$ cat config.mk
export PLATFORM = sky130hd
export DESIGN_NAME = fib_sequencer
export DESIGN_NICKNAME = d
export VERILOG_FILES = /design/src/rtl/fib_pkg.sv /design/src/rtl/fib_result_fifo.sv /design/src/rtl/fib_sequencer.sv
export SDC_FILE = /design/constraint.sdc
export NUM_CORES = 1
export LEC_CHECK = 0
export ABC_CLOCK_PERIOD_IN_PS = 2700
export CAP_MARGIN = 15
export CORE_MARGIN = 2
export CORE_UTILIZATION = 51
export DETAILED_ROUTE_END_ITERATION = 10
export PLACE_DENSITY = 0.74
export SLEW_MARGIN = 40
export SYNTH_ARGS = -nofsm -noshare
export SYNTH_HDL_FRONTEND = slang
export SYNTH_HIERARCHICAL = 1
export SYNTH_SLANG_ARGS = --single-unit
$ cat constraint.sdc
create_clock -name clk -period 2.7 [get_ports clk]
set_input_delay 0.54 -clock clk [delete_from_list [all_inputs] [get_ports clk]]
set_output_delay 0.54 -clock clk [all_outputs]
set_load 0.01 [all_outputs]
$ cat src/rtl/fib_pkg.sv
// ----------------------------------------------------------------------------
// fib_pkg
// Shared definitions for the Fibonacci command front-end and its consumers.
//   DW          : width of an index and of a Fibonacci value
//   MAX_N       : largest index whose value still fits in DW bits
//   seq_state_t : sequencer FSM states
//   fib_res_t   : one tagged result {index, value, overflow flag}
// ----------------------------------------------------------------------------
package fib_pkg;

    localparam int DW    = 16;
    localparam int MAX_N = 24;    // fib(24) = 46368, fib(25) = 75025 > 2^16-1

    typedef enum logic [1:0] {
        IDLE,
        ISSUE,
        WAIT
    } seq_state_t;

    typedef struct packed {
        logic [DW-1:0] n;
        logic [DW-1:0] value;
        logic          ovf;
    } fib_res_t;

endpackage

$ cat src/rtl/fib_result_fifo.sv
// ----------------------------------------------------------------------------
// fib_result_fifo
// First-word-fall-through result buffer. The head entry is presented
// combinationally; an empty FIFO presents all-zero data.
// Ports:
//   clk, reset      : clock, asynchronous active-low reset (flushes the FIFO)
//   push, push_data : write one entry (ignored when full unless also popping)
//   pop             : remove the head entry (ignored when empty)
//   head            : head entry, '0 when empty
//   empty, full     : occupancy flags
// ----------------------------------------------------------------------------
module fib_result_fifo
    import fib_pkg::*;
#(
    parameter int DEPTH = 4
) (
    input  logic     clk,
    input  logic     reset,
    input  logic     push,
    input  fib_res_t push_data,
    input  logic     pop,
    output fib_res_t head,
    output logic     empty,
    output logic     full
);

    localparam int AW = $clog2(DEPTH);

    fib_res_t        mem [DEPTH];
    logic [AW-1:0]   wr_ptr;
    logic [AW-1:0]   rd_ptr;
    logic [AW:0]     count;
    logic            do_push;
    logic            do_pop;

    assign empty   = (count == '0);
    assign full    = (count == (AW+1)'(DEPTH));
    assign do_pop  = pop && !empty;
    // A pop frees the slot the push lands in, so push-while-full is legal
    // when a pop happens in the same cycle.
    assign do_push = push && (!full || do_pop);
    assign head    = empty ? '0 : mem[rd_ptr];

    // NOTE: the storage array has no reset; validity is tracked by count, and
    // the head is masked to zero while empty so stale contents never leak.
    always_ff @(posedge clk) begin
        if (do_push) begin
            mem[wr_ptr] <= push_data;
        end
    end

    // DEPTH is a power of two, so pointers wrap naturally.
    always_ff @(posedge clk or negedge reset) begin
        if (!reset) begin
            wr_ptr <= '0;
            rd_ptr <= '0;
            count  <= '0;
        end else begin
            if (do_push) wr_ptr <= wr_ptr + 1'b1;
            if (do_pop)  rd_ptr <= rd_ptr + 1'b1;
            case ({do_push, do_pop})
                2'b10:   count <= count + 1'b1;
                2'b01:   count <= count - 1'b1;
                default: count <= count;
            endcase
        end
    end

endmodule

$ cat src/rtl/fib_sequencer.sv
// ----------------------------------------------------------------------------
// fib_sequencer
// Range-command front-end for the Fibonacci engine. Walks indices first..last,
// starts the engine once per in-range index, captures each result on done and
// queues {index, value, ovf} in a FWFT result FIFO. Indices above MAX_N are
// not sent to the engine; they are queued with ovf=1 and value 0.
// Ports:
//   clk, reset                     : clock, asynchronous active-low reset
//   cmd_valid/cmd_ready            : range command handshake
//   cmd_first, cmd_last            : inclusive index range
//   fib_start, fib_din             : engine start pulse and index
//   fib_dout, fib_done             : engine result and completion pulse
//   res_valid/res_ready            : result handshake
//   res_n, res_value, res_ovf      : head result
//   busy                           : command in progress
//   timeout_err                    : sticky engine-timeout flag
// ----------------------------------------------------------------------------
module fib_sequencer
    import fib_pkg::*;
#(
    parameter int FIFO_DEPTH = 4,
    parameter int TIMEOUT    = 64
) (
    input  logic          clk,
    input  logic          reset,
    input  logic          cmd_valid,
    output logic          cmd_ready,
    input  logic [DW-1:0] cmd_first,
    input  logic [DW-1:0] cmd_last,
    output logic          fib_start,
    output logic [DW-1:0] fib_din,
    input  logic [DW-1:0] fib_dout,
    input  logic          fib_done,
    output logic          res_valid,
    input  logic          res_ready,
    output logic [DW-1:0] res_n,
    output logic [DW-1:0] res_value,
    output logic          res_ovf,
    output logic          busy,
    output logic          timeout_err
);

    localparam int TW = $clog2(TIMEOUT + 1);

    seq_state_t    state;
    logic [DW-1:0] cur;
    logic [DW-1:0] last_idx;
    logic [TW-1:0] timer;

    logic          cur_ovf;
    logic          at_last;
    logic          push;
    fib_res_t      push_data;
    fib_res_t      head;
    logic          fifo_empty;
    logic          fifo_full;

    assign cur_ovf = (cur > DW'(MAX_N));
    assign at_last = (cur == last_idx);
    assign busy    = (state != IDLE);

    // NOTE: every signal gets a default before the case so no path leaves it
    // unassigned, which would otherwise infer a latch.
    always_comb begin
        push      = 1'b0;
        push_data = '0;
        case (state)
            ISSUE: begin
                if (!fifo_full && cur_ovf) begin
                    push      = 1'b1;
                    push_data = '{n: cur, value: '0, ovf: 1'b1};
                end
            end
            WAIT: begin
                // Space was reserved when the index was issued.
                if (fib_done) begin
                    push      = 1'b1;
                    push_data = '{n: cur, value: fib_dout, ovf: 1'b0};
                end
            end
            default: ;
        endcase
    end

    // NOTE: sequential state uses non-blocking assignments so every register
    // samples pre-edge values; later assignments in the block override earlier
    // defaults within the same edge.
    always_ff @(posedge clk or negedge reset) begin
        if (!reset) begin
            state       <= IDLE;
            cmd_ready   <= 1'b0;
            cur         <= '0;
            last_idx    <= '0;
            timer       <= '0;
            fib_start   <= 1'b0;
            fib_din     <= '0;
            timeout_err <= 1'b0;
        end else begin
            fib_start <= 1'b0;
            case (state)
                IDLE: begin
                    cmd_ready <= 1'b1;
                    if (cmd_valid && cmd_ready) begin
                        cur         <= cmd_first;
                        last_idx    <= cmd_last;
                        timeout_err <= 1'b0;
                        // An empty range is consumed without leaving IDLE.
                        if (cmd_first <= cmd_last) begin
                            state     <= ISSUE;
                            cmd_ready <= 1'b0;
                        end
                    end
                end

                ISSUE: begin
                    if (!fifo_full) begin
                        if (cur_ovf) begin
                            // Advance; equality test before increment means
                            // cur never wraps, even for last = 2^DW-1.
                            if (at_last) begin
                                state     <= IDLE;
                                cmd_ready <= 1'b1;
                            end else begin
                                cur   <= cur + 1'b1;
                                state <= ISSUE;
                            end
                        end else begin
                            fib_start <= 1'b1;
                            fib_din   <= cur;
                            timer     <= TW'(TIMEOUT);
                            state     <= WAIT;
                        end
                    end
                end

                WAIT: begin
                    // done has priority over an expiry in the same cycle.
                    if (fib_done) begin
                        if (at_last) begin
                            state     <= IDLE;
                            cmd_ready <= 1'b1;
                        end else begin
                            cur   <= cur + 1'b1;
                            state <= ISSUE;
                        end
                    end else if (timer <= TW'(1)) begin
                        timer       <= '0;
                        timeout_err <= 1'b1;
                        state       <= IDLE;
                        cmd_ready   <= 1'b1;
                    end else begin
                        timer <= timer - 1'b1;
                    end
                end

                default: begin
                    state     <= IDLE;
                    cmd_ready <= 1'b1;
                end
            endcase
        end
    end

    fib_result_fifo #(
        .DEPTH (FIFO_DEPTH)
    ) u_fifo (
        .clk       (clk),
        .reset     (reset),
        .push      (push),
        .push_data (push_data),
        .pop       (res_ready),
        .head      (head),
        .empty     (fifo_empty),
        .full      (fifo_full)
    );

    assign res_valid = !fifo_empty;
    assign res_n     = head.n;
    assign res_value = head.value;
    assign res_ovf   = head.ovf;

endmodule

==> results.json, run 1 <==
{
  "total_power_mw": 11.76,
  "avgSynthCellArea_um2": 13.82,
  "hp-class": "input pin to asynchronous set/reset pin",
  "setup.worst_path.class": "flop to output port",
  "ys_warn_count": 6,
  "finalMaxSlewViolations": 0,
  "leakagePower_nw": 4.543,
  "wl_um": 19150,
  "synth_compound_area_frac": 0.07286,
  "die_h_um": 138.2,
  "multi_input_area_um2": 3296,
  "drt_iter0_drc": 408,
  "drive_gt1_frac": 0.1864,
  "cts_buffers": 17,
  "synth.net_count": 748,
  "final_nets": 891,
  "post_drt_wl_per_cell_um": 18.24,
  "grt_pass1_wl_um": 31410,
  "clk_path_buf_depth": 2,
  "htree_levels": 4,
  "hpwl_um": 13230,
  "diodes": 0,
  "finalCritPeriodShare": 0.9532,
  "ys.flop_type": "edfxtp_1",
  "power.density_nw_per_um2": 1029,
  "synth.mux.area_fraction": 0.09560,
  "ir_drop_v": 0.0006202,
  "ys_types": 61,
  "fmax_mhz": 388.5,
  "reg2reg_from": "cur[14]",
  "start_util": 0.5150,
  "critical_path_buf_inv_count": 2,
  "die-area_um2": 19100,
  "grt_max_degree": 44,
  "finalSetupViolCount": 0,
  "ant_nets": 0,
  "yosysSeqAreaShare": 0.6139,
  "io_pins": 107,
  "synth_seq_cells": 199,
  "cp_top_family": "multiplexers",
  "worst-path-max-fanout": 18,
  "layout_commonest_cell": "edfxtp_1",
  "overflow": 0,
  "vias": 5802,
  "max_stage_delay_ns": 0.54,
  "synth_top_family_by_area": "simple AND/OR/NAND/NOR gates",
  "crit_path_start_kind": "flop",
  "outcome": "complete, no violations",
  "synth-adder-area-share": 0.04167,
  "grt_pass1_vias": 6022,
  "fillCellCount": 1312,
  "relSlewSlack": 0.5611,
  "track_usage": 0.2090,
  "path_cells": "buf_12 -> mux4_2 -> nor2b_1 -> dlygate4sd2_1",
  "fp-row-count": 49,
  "netlist_area_um2": 9188,
  "finalSetupTns_ns": 0,
  "synthSimpleGateAreaFrac": 0.1205,
  "vias_per_cell": 5.526,
  "crit_slowest_cell": "mux4_2",
  "final_cell_mix": "132 x edfxtp_1, 72 x clkdlybuf4s50_1, 65 x dfrtp_1",
  "synth-xor-area-share": 0.02097,
  "final.setup_skew_ns": 0.01235,
  "maxCapViolCount": 0,
  "clkLatencyLatePin_ns": 0.44,
  "first_pass_iters": 5,
  "critPathArrivalTime_ns": 2.03,
  "cts_tree": "done",
  "startpoint": "u_fifo/rd_ptr[0]",
  "gp_congestion": 0.9556,
  "area_growth_pct": 24.35,
  "clkTransAtPathRegs_ns": 0.08,
  "end_kind": "output port",
  "period_needed_ns": 2.574,
  "final_hold_viol_count": 0,
  "seqCellArea_um2": 5643,
  "synthCells": 665,
  "crit_required_ns": 2.16,
  "clockRootBuffer": "clkbuf_16",
  "ys_async_sr_fraction": 0.3367,
  "holdBufCountCts": 0,
  "core_um2": 17840,
  "cts.sinks": 199,
  "worst_pin_slew_ns": 0.6584,
  "rsz0062_at_grt": "no",
  "synth_edf_count": 132,
  "antenna_found_initial": 0,
  "die_w_um": 138.2,
  "portBuffers": 106,
  "drc": 0
}
[cells in the mapped netlist (all sizes together) (2+ instances only)]
cell type	number	share of area
mux2i	3	0.0033
clkbuf	13	0.0053
nand3	13	0.0071
o22a	2	0.0019
ha	29	0.039
a32oi	2	0.0019
nor3	6	0.0038
o31ai	2	0.0016
xor2	4	0.0038
nor2	26	0.011
nor4	4	0.0067
or3	3	0.0020
o21a	2	0.0025
nand4	8	0.0054
dfrtp	67	0.18
a31oi	2	0.0014
o211ai	2	0.0031
o2111ai	2	0.0033
and3	4	0.0027
and2	19	0.013
o22ai	10	0.0068
o21ai	33	0.018
mux2	9	0.011
xnor2	18	0.017
nor2b	57	0.039
mux4	33	0.081
a2bb2oi	5	0.0048
nand2	46	0.019
inv	38	0.016
buf	17	0.014
nand2b	5	0.0034
edfxtp	132	0.43
a21oi	31	0.017
or2	3	0.0023
[cells by family (layout without fill, tap and decap cells)]
group / after synthesis / after routing
DFF: 199 / 199
and+or+nand+nor: 199 / 199
AOI/OAI and AO/OA: 102 / 102
buffers and inverters: 68 / 224
muxes: 45 / 45
adders and majority gates: 30 / 30
xor gates and xnor gates: 22 / 22
[per-stage QoR]
| step | hold slack (ns) | setup slack (ns) | area [um2] | std cells | util |
|---|---|---|---|---|---|
| floorplan | 0.2444 | -0.03120 | 9250 | 665 | - |
| global placement | 0.4840 | -0.02057 | 10820 | 1011 | 0.6062 |
| detailed placement | 0.4898 | -0.1144 | 10820 | 1011 | 0.6062 |
| CTS | 0.1311 | 0.02744 | 11380 | 1045 | 0.6379 |
| global route | 0.1632 | 0.01691 | 11420 | 1050 | 0.6404 |
| finish | 0.1295 | 0.1263 | 11420 | 1050 | 0.6404 |
[cell type report]
type / instances / share of cell area
inverter: 38 / 0.01270
tap: 229 / 0.02508
multi-input combinational: 398 / 0.2885
timing repair buffer: 154 / 0.1280
clock inverter: 13 / 0.01391
sequential: 199 / 0.4939
clock buffer: 19 / 0.03789
[worst reg2reg max path, delay by kind of cell, from the launching register on]
kind | cells | cell delay (ns)
simple gates | 4 | 0.85
fa+ha+maj | 2 | 0.48
xor+xnor | 2 | 0.31
compound gates | 2 | 0.28
buf+inv | 3 | 0.13
flops | 1 | 0.43
[path summary, 6_finish.rpt]
kind	slack (ns)	depth (start not counted)	end
max in group asynchronous	1.82	2	cur[14]
hold / removal	0.13	1	timer[0]
setup reg to reg	0.13	13	u_fifo/count[2]
min in group clk	0.50	2	last_idx[3]
setup / recovery	0.13	4	res_n[12]
hold reg to reg	0.50	2	last_idx[3]
[sequential cells by signal (all words and copies together), names as in the netlist]
name,count
fib_din,16
u_fifo/wr_ptr,2
fib_start,1
state,2
u_fifo/rd_ptr,2
last_idx,16
timeout_err,1
u_fifo/mem,132
u_fifo/count,3
cmd_ready,1
cur,16
timer,7
[power breakdown]
group,internal (mW),switching (mW)
sequential,4.43,0.272
combinational,2.21,2.32
clock,1.39,1.14
[timing repair]
action                                  4_1_cts  5_1_grt
buffers inserted                              2        5
endpoints found under the setup margin       34        1
pin swaps                                     2        5
endpoints found under the hold margin         0        0
resized for setup                            33        3
[routing by layer]
| layer | wire length [um] | share of wire | vias to the layer above | GRT usage |
|---|---|---|---|---|
| li1 | - | - | 2717 | - |
| met1 | 8609 | 0.45 | 2895 | 0.2844 |
| met2 | 9415 | 0.49 | 165 | 0.3416 |
| met3 | 780 | 0.041 | 25 | 0.03533 |
| met4 | 343 | 0.018 | 0 | 0.08056 |
| met5 | 0 | 0 | - | 0 |
(Power assumes the default switching activity.)
==> run 2: changes to the inputs <==
Settings changed: CAP_MARGIN 15 to default.
==> results of run 2 <==
Final layout, timing and power as in run 1 (identical DEF).
==> run 3: changes to the inputs <==
Settings changed: CORE_ASPECT_RATIO from default to 0.9, GPL_ROUTABILITY_DRIVEN from default to 1.
==> results.json, run 3 (synthesized netlist as in run 1, its figures left out) <==
{
  "outcome": "complete, no violations",
  "grt_pass1_vias": 6029,
  "final.setup_skew_ns": 0.01189,
  "crit_top_cell": "inv_2",
  "timing.hold.ws_ns": 0.1168,
  "end_kind": "flop",
  "io_pins": 107,
  "hp-class": "input pin to asynchronous set/reset pin",
  "critical_path_buf_inv_count": 3,
  "hpwl_um": 13120,
  "finalSetupViolCount": 0,
  "overflow": 0,
  "crit_slowest_cell": "dfrtp_1",
  "grt_pass1_wl_um": 31800,
  "period_needed_ns": 2.608,
  "max_stage_delay_ns": 0.42,
  "relSlewSlack": 0.6324,
  "regMostFlops": "u_fifo/mem",
  "antenna_found_initial": 0,
  "ir_drop_v": 0.0007324,
  "drc": 0,
  "first_pass_iters": 5,
  "leakagePower_nw": 4.560,
  "finalMaxSlewViolations": 0,
  "worst-path-max-fanout": 5,
  "grt_max_degree": 68,
  "track_usage": 0.2120,
  "die-area_um2": 19110,
  "rsz0062_at_grt": "yes",
  "cp.depth": 13,
  "start_util": 0.5217,
  "final_cell_mix": "132 x edfxtp_1, 72 x clkdlybuf4s50_1, 66 x dfrtp_1",
  "cts.sinks": 199,
  "layout_commonest_cell": "edfxtp_1",
  "utilization": 0.6515,
  "fmax_mhz": 383.4,
  "cts_buffers": 17,
  "area_growth_pct": 24.88,
  "ant_nets": 0,
  "clkTransAtPathRegs_ns": 0.08,
  "diodes": 0,
  "core_um2": 17610,
  "die_h_um": 131.3,
  "maxCapViolCount": 0,
  "crit_required_ns": 3.05,
  "ff2ff_path_depth": 13,
  "final_cells": 1059,
  "finalCritPeriodShare": 0.9660,
  "vias": 5743,
  "setup.worst_path.class": "flop to flop",
  "drt_iter0_drc": 428,
  "worst_pin_slew_ns": 0.5508,
  "final_nets": 889,
  "cp_top_family": "simple AND/OR/NAND/NOR gates",
  "fillCellCount": 1267,
  "clkLatencyLatePin_ns": 0.44,
  "gp_congestion": 0.9116,
  "cts_tree": "done",
  "fp-row-count": 46,
  "critPathArrivalTime_ns": 2.96,
  "final_hold_viol_count": 0,
  "vias_per_cell": 5.423,
  "clk_path_buf_depth": 2,
  "wl_um": 18930,
  "path_cells": "nor4_4 -> o2111ai_4 -> and4b_2 -> nor2_4 -> inv_2 -> o21a_4 -> inv_2 -> ha_4 -> inv_2 -> fa_2 -> xor2_1 -> nor2_1 -> xor2_1",
  "htree_levels": 4,
  "clockRootBuffer": "clkbuf_16",
  "post_drt_wl_per_cell_um": 17.88,
  "crit_path_start_kind": "flop",
  "multi_input_area_um2": 3296,
  "largest_reg_flops": 132,
  "seqCellArea_um2": 5642,
  "power.density_nw_per_um2": 1033,
  "portBuffers": 106,
  "drive_gt1_frac": 0.1856,
  "post-place-cells": 1020,
  "die_w_um": 145.5
}
-- run 3: cell types whose count changed in the layout (fill, tap and decap cells not counted), sizes merged --
cell	before	now
clkbuf	19	17
bufinv	2	1
buf	49	47
inv	44	47
-- run 3: final timing paths --
check / to / slack [ns] / from
max reg2reg: u_fifo/count[2] / 0.09 / cur[11]
max: u_fifo/count[2] / 0.09 / cur[11]
min reg2reg: fib_din[12] / 0.50 / fib_din[12]
max in group asynchronous: u_fifo/rd_ptr[0] / 2.29 / reset
min in group clk: fib_din[12] / 0.50 / fib_din[12]
min: timer[0] / 0.12 / reset
-- run 3: final cells by class --
cell class	instances	share of cell area
clock inverter	15	0.01701
multi-input combinational	398	0.2872
clock buffer	17	0.03708
inverter	38	0.01243
timing repair buffer	152	0.1284
tap	240	0.02617
sequential	199	0.4917
-- run 3: power by group --
part           total (mW)  switching, mW  internal, mW
clock network        2.61           1.25          1.35
registers            4.71          0.284          4.42
logic                4.54           2.28          2.26
-- run 3: through the flow --
| step | setup WS (ns) | setup TNS, ns | area (um2) | power (mW) |
|---|---|---|---|---|
| final | 0.09168 | 0 | 11470 | 11.85 |
| after global routing | -0.03232 | -0.03232 | 11470 | 12.52 |
| after CTS | 0.01355 | 0 | 11430 | 11.93 |
| after detailed placement | -0.06323 | -0.08594 | 10840 | 9.641 |
| after global placement | 0.03372 | 0 | 10840 | 9.456 |
| after floorplan | -0.03120 | -0.03120 | 9250 | 7.454 |
-- run 3: layer usage --
| layer | vias up | wire, um | global-route usage |
|---|---|---|---|
| met4 | 0 | 244 | 0.06046 |
| met2 | 168 | 9417 | 0.3539 |
| li1 | 2722 | - | - |
| met5 | - | 0 | 0 |
| met1 | 2832 | 8459 | 0.2854 |
| met3 | 21 | 813 | 0.04236 |
-- run 3: what timing repair did --
item | in CTS | in global routing
gates resized for setup | 33 | 2
hold buffers | 0 | 0
setup endpoints to repair | 34 | 1
buffers inserted | 1 | 6
pin swaps | 1 | 7
